### src/rtl/if_stage_pkg.sv
// if_stage_pkg: shared pipeline constants and fetch FSM state type.
package if_stage_pkg;
    localparam logic [31:0] DEFAULT_RESET_PC = 32'h0000_0000;
    localparam logic [31:0] DEFAULT_NOP_INST = 32'h0000_0013;
    typedef enum logic [1:0] {ISSUE, WAIT, HOLD, DROP} fetch_state_t;
endpackage

### src/rtl/if_stage.sv
// if_stage: RV32I fetch stage owning the PC, one outstanding imem request, a stall
// hold buffer, EXE redirects and the IF/ID register.
module if_stage
    import if_stage_pkg::*;
#(
    parameter logic [31:0] RESET_PC = DEFAULT_RESET_PC,
    parameter logic [31:0] NOP_INST = DEFAULT_NOP_INST
) (
    input  logic        clk,
    input  logic        rst,
    input  logic        hazardStall,
    input  logic        AXI_MEM_stall,
    input  logic        EXE_jumpBranch,
    input  logic [31:0] EXE_target,
    output logic        imem_req,
    output logic [31:0] imem_addr,
    input  logic        imem_rvalid,
    input  logic [31:0] imem_rdata,
    output logic [31:0] instruction_reg,
    output logic [31:0] pc_reg,
    output logic        fetch_stall
);
    fetch_state_t state, state_nxt;
    logic [31:0]  pc, hold_buf, instr;
    logic         redir_lock, have_instr, adv, redir;

    always_comb begin
        have_instr = (state == WAIT && imem_rvalid) || state == HOLD;
        instr      = state == HOLD ? hold_buf : imem_rdata;
        adv        = have_instr && !AXI_MEM_stall && !hazardStall;
        redir      = EXE_jumpBranch && !redir_lock;
        state_nxt  = state;
        case (state)
            ISSUE:   state_nxt = redir ? DROP : WAIT;
            WAIT:    state_nxt = imem_rvalid ? ((adv || redir) ? ISSUE : HOLD) : (redir ? DROP : WAIT);
            HOLD:    state_nxt = (adv || redir) ? ISSUE : HOLD;
            DROP:    state_nxt = imem_rvalid ? ISSUE : DROP;
            default: state_nxt = ISSUE;
        endcase
    end

    assign fetch_stall = !have_instr;
    assign imem_req    = state == ISSUE && !rst;
    assign imem_addr   = pc;

    // The lock keeps a held EXE_jumpBranch from re-squashing the target fetch while stalled.
    always_ff @(posedge clk or posedge rst) begin
        if (rst) begin
            state           <= ISSUE;
            pc              <= RESET_PC;
            hold_buf        <= '0;
            redir_lock      <= 1'b0;
            instruction_reg <= NOP_INST;
            pc_reg          <= '0;
        end else begin
            state      <= state_nxt;
            redir_lock <= AXI_MEM_stall && (redir_lock || redir);
            if (state == WAIT && imem_rvalid && !adv && !redir)
                hold_buf <= imem_rdata;
            if (redir) begin
                pc              <= {EXE_target[31:2], 2'b00};
                instruction_reg <= NOP_INST;
                pc_reg          <= '0;
            end else if (adv) begin
                instruction_reg <= instr;
                pc_reg          <= pc;
                pc              <= pc + 32'd4;
            end
        end
    end
endmodule

### config.mk
export PLATFORM = sky130hd
export DESIGN_NAME = if_stage
export DESIGN_NICKNAME = d
export VERILOG_FILES = /design/src/rtl/if_stage_pkg.sv /design/src/rtl/if_stage.sv
export SDC_FILE = /design/constraint.sdc
export NUM_CORES = 1
export LEC_CHECK = 0
export BUFFER_PORTS_ARGS = -buffer_cell sky130_fd_sc_hd__buf_2
export CORE_MARGIN = 5
export CORE_UTILIZATION = 50
export DETAILED_ROUTE_END_ITERATION = 6
export HOLD_SLACK_MARGIN = 0.03
export PLACE_DENSITY = 0.77
export RECOVER_POWER = 25
export SYNTH_ARGS = -nofsm -noshare
export SYNTH_HDL_FRONTEND = slang
export SYNTH_SLANG_ARGS = --single-unit
### constraint.sdc
create_clock -name clk -period 7.28 [get_ports clk]
set_input_delay 0.728 -clock clk [delete_from_list [all_inputs] [get_ports clk]]
set_output_delay 0.728 -clock clk [all_outputs]
set_load 0.02 [all_outputs]
---- Yosys cells after proc, flatten, opt, wreduce, memory -nomap -nowiden ----
Cells that the tools add are included.
word-level totals
  output and inout bits ................... 98
  input bits .............................. 70
  logic and storage cells ................. 42
  register bits after elaboration ......... 131
operators by class
  $add $sub $neg .......................... 1
  reductions and logical operators ........ 20
  multiplexer cells ....................... 12
  eq/ne operators ......................... 3
operators with widths
  cell                                                             number
  32-bit 2-to-1 mux                                                7
  32-bit by 3-bit adder with 32-bit output, second input constant  1
  1-bit logical AND                                                8
  2-bit 2-to-1 mux                                                 4
  2-bit case mux with 4 select lines                               1
  1-bit logical NOT                                                7
  2-bit == test, second input constant                             2
  1-bit logical OR                                                 3
  2-bit by 1-bit == test with 1-bit output, second input constant  1
  2-bit logical NOT                                                1
  2-bit nonzero test                                               1

---- Longest topological paths before layout ----
  depth in word-level cells ............... 9
  depth in mapped cells ................... 7

---- Worst setup path before layout ----
OpenSTA, ideal clock, no wires.
  path type ............................... input port to flip-flop
  start point ............................. in AXI_MEM_stall
  end point ............................... reg pc[31] (netlist: imem_addr[31])
  path buffers ............................ 0
  arrival time ............................ 2.031 ns
  stages .................................. 5
  path slack .............................. 5.167 ns
  cell sequence ........................... or3b_4 nor4_4 nand4_1 or3_1 a31oi_1
on the way
  cells in the longest elaborated chain, start to end .. 4
ends and longest elaborated chain
  item                             line            text
  from (decl)                      if_stage.sv:12  input logic AXI_MEM_stall,
  1-bit logical NOT                if_stage.sv:30  adv = have_instr && !AXI_MEM_stall && !hazardStall;
  1-bit logical AND (2 in series)  if_stage.sv:30
  2-bit nonzero test (no line)     n/a
  to (signal assigned)             if_stage.sv:61  pc <= {EXE_target[31:2], 2'b00};
  to (signal assigned)             if_stage.sv:67  pc <= pc + 32'd4;
  to (decl)                        if_stage.sv:24  logic [31:0] pc, hold_buf, instr;
Every way passes these cells.
A chain may end at the register's enable or synchronous reset.

---- Final worst setup path ----
  start point ............................. reg state[0]
  end point ............................... out fetch_stall
on the way
  cells in the longest elaborated chain, start to end .. 4
  elaborated cells on any way between the ends .. 5
  those cells by class .................... eq/ne (2); reduce/logical (3)
ends and longest elaborated chain
  item                                      line            text
  from (decl)                               if_stage.sv:23  fetch_state_t state, state_nxt;
  from (signal assigned)                    if_stage.sv:56  state <= state_nxt;
  2-bit by 1-bit == test with 1-bit output  if_stage.sv:28  have_instr = (state == WAIT && imem_rvalid) || state == HOLD;
  1-bit logical AND                         if_stage.sv:28
  1-bit logical OR (*)                      if_stage.sv:28
  1-bit logical NOT (*)                     if_stage.sv:42  assign fetch_stall = !have_instr;
  to (decl)                                 if_stage.sv:21  output logic fetch_stall
Every way passes the cells marked *; elsewhere a longest branch is shown, timed or not.

==> impl_metrics.env <==
export IMPL_setup_viol=0
export IMPL_fin_util=0.624
export IMPL_rsz0062_at_grt="no"
export IMPL_synthTopCellsByArea="dfrtp_1, nand2_1, mux2_2"
export IMPL_leakagePower_nw=3.43
export IMPL_grt_start_max_net_pins=105
export IMPL_numCtsBuffers=17
export IMPL_ys_warnings_count=0
export IMPL_gr_usage_met1=0.260
export IMPL_cts_tree="yes"
export IMPL_worst_ep_required_time_ps=6550
export IMPL_grt_use_met3=0.0722
export IMPL_dp_cells=846
export IMPL_syn2layout_area_growth_pct=23.9
export IMPL_cts_root_buf="clkbuf_16"
export IMPL_cap_viol_max_count=2
export IMPL_synth_top_area_cell="dfrtp_1"
export IMPL_synth_cell_types=47
export IMPL_synth_seq_cells=128
export IMPL_synth_top_area_frac=0.523
export IMPL_outcome="finished with violations"
export IMPL_endpoint_kind="primary output"
export IMPL_cts_max_path_buffers=2
export IMPL_clock_sinks=128
export IMPL_postCtsSetupRepairBufs=0
export IMPL_core_area_um2=11900
export IMPL_syn_avg_cell_area_um2=10.5
export IMPL_gr_usage_all_layers=0.215
export IMPL_post_dp_hpwl_um=10000
export IMPL_synth_yosys_seq_area_share=0.536
export IMPL_drv_slew=85
export IMPL_peakVddDrop_v=0.000276
export IMPL_finClkSkew_ps=4.88
export IMPL_synth_edf_count=0
export IMPL_die_area_um2=14200
export IMPL_num_fill_cells=1021
export IMPL_tns_ps=0
export IMPL_antennaDiodeCount=0
export IMPL_fmax_mhz=242
export IMPL_critPathMaxFanout=39
export IMPL_drive_gt1_frac=0.278
export IMPL_routabilityCongestion=0.769
export IMPL_hold_viol=0
export IMPL_row_count=40
export IMPL_crit_type="register to primary output"
export IMPL_finalPower_mw=2.81
export IMPL_arrival_ps=3400
export IMPL_p_per_area_nw_per_um2=379
export IMPL_grt_first_pass_wirelength_um=24300
export IMPL_grt_pass1_vias=4847
export IMPL_worstHoldPathType="register to register"
export IMPL_cts_max_level=4
export IMPL_hold_slack_ps=504
export IMPL_vias=4770
export IMPL_ctsHoldBuffers=0
export IMPL_cts_resized=0
export IMPL_syn_inst=570
export IMPL_fin_crit_ps=4130
export IMPL_gr_total_overflow=0
export IMPL_via_per_inst=5.43
export IMPL_dr_pass1_iters=4
export IMPL_clkTransAtPathRegs_ps=60
export IMPL_drt_iter0_drc=403
export IMPL_use_met2=0.355
export IMPL_syn_cell_area_um2=5980
export IMPL_initial_core_util=0.504
export IMPL_ant_nets=0
export IMPL_wl_um=15000
export IMPL_die_h_um=119
export IMPL_antenna_found_initial=1
export IMPL_die_w_um=119
export IMPL_tightest_slew_ps=2480
export IMPL_ys_async_sr_fraction=1.00
export IMPL_wire_per_inst_um=17.0
export IMPL_io_pins=168
export IMPL_portBuffers=163
export IMPL_layout_cells_non_filler=878
export IMPL_grt_busiest_layer="met2"
export IMPL_cp_start_kind="register"
export IMPL_ys_flop_type="dfrtp_1"
export IMPL_relSlewSlack=-0.651
export IMPL_layout_nets=789
export IMPL_failed_checks="max-capacitance violations, max-slew violations"
export IMPL_final_period_utilization=0.567
export IMPL_drc=0
export IMPL_clk_latency_ps=420
-- synthesized netlist by cell type, drive strengths merged (5+ instances only) --
master / instances
and3: 5
a21oi: 37
nand4: 18
nand3: 12
o21ai: 26
mux2i: 32
dfrtp: 125
xnor2: 5
nor2: 41
xor2: 22
buf: 21
mux2: 32
clkbuf: 19
nor3: 5
nand2: 103
a211oi: 30
-- kinds of logic (layout without fill, tap and decap cells) --
group,count (synthesis),after routing,share of synthesized area
xor+xnor,27,27,0.0395
other cells,1,2,0.000627
mux,64,64,0.116
simple gates,201,201,0.158
compound gates,104,104,0.110
flops,128,128,0.536
fa+ha+maj,1,1,0.00209
buf+inv,44,204,0.0375
-- per-stage QoR --
step                      cell area, um2  setup WS [ps]
after global routing                7410           2850
after detailed placement            6820           4430
after CTS                           7470           4410
after global placement              6820           4520
after floorplan                     5980           3140
final                               7410           3150
-- where the power goes --
group	leakage [nW]	switching, mW	total (mW)	internal (mW)
clock	0.318	0.306	0.921	0.616
combinational	1.49	0.478	0.821	0.342
sequential	1.62	0.145	1.06	0.918
-- layer usage --
metal	part of all wire	wire length [um]
met1	0.43	6420
met2	0.48	7240
met3	0.069	1030
met4	0.017	252
met5	0.00087	13
-- final timing paths --
path | from | end | slack [ps] | cells past startpoint
max in group asynchronous | rst | imem_addr[31]$_DFFE_PP0P_ | 4670 | 3
min in group asynchronous | rst | state[0]$_DFF_PP0_ | 790 | 2
hold reg to reg | hold_buf[6]$_DFFE_PP0P_ | hold_buf[6]$_DFFE_PP0P_ | 500 | 1
setup / recovery | state[0]$_DFF_PP0_ | fetch_stall | 3150 | 4
setup reg to reg | state[0]$_DFF_PP0_ | hold_buf[2]$_DFFE_PP0P_ | 3230 | 5
hold / removal | hold_buf[6]$_DFFE_PP0P_ | hold_buf[6]$_DFFE_PP0P_ | 500 | 1
-- cell type report --
class,count,area (um2),share of cell area
flip-flops and latches,128,3210,0.433
multi-input cells,399,2550,0.345
repair buffers,168,798,0.108
clock buffers,22,494,0.0667
well taps,147,184,0.0248
clock inverters,10,155,0.0209
inverters,4,16.3,0.00220
-- worst max-delay path, cell delays in order (launching register included) --
cell and delay [ps]:
dfrtp_1 490, nand2b_1 1850, nand2_1 270, inv_1 180, buf_2 180
-- cell usage in the layout, fill, tap and decap left out, types with 3 or more instances in the layout --
cell	count
dfrtp_1	125
nor2_1	40
nand3_1	12
nand4_1	18
clkbuf_16	17
clkbuf_1	44
clkinv_2	4
nand2_1	102
dfstp_2	3
o211ai_1	3
inv_1	3
o21ai_0	26
mux2_2	29
clkbuf_8	5
mux2i_1	32
a31oi_1	3
nor3_1	4
mux2_4	3
a211oi_1	29
a21oi_1	36
xor2_1	22
buf_4	5
xnor2_1	5
and3_1	5
nor4_1	3
buf_2	119
bufinv_16	4
Note: power is estimated with default switching activity, not from simulation.
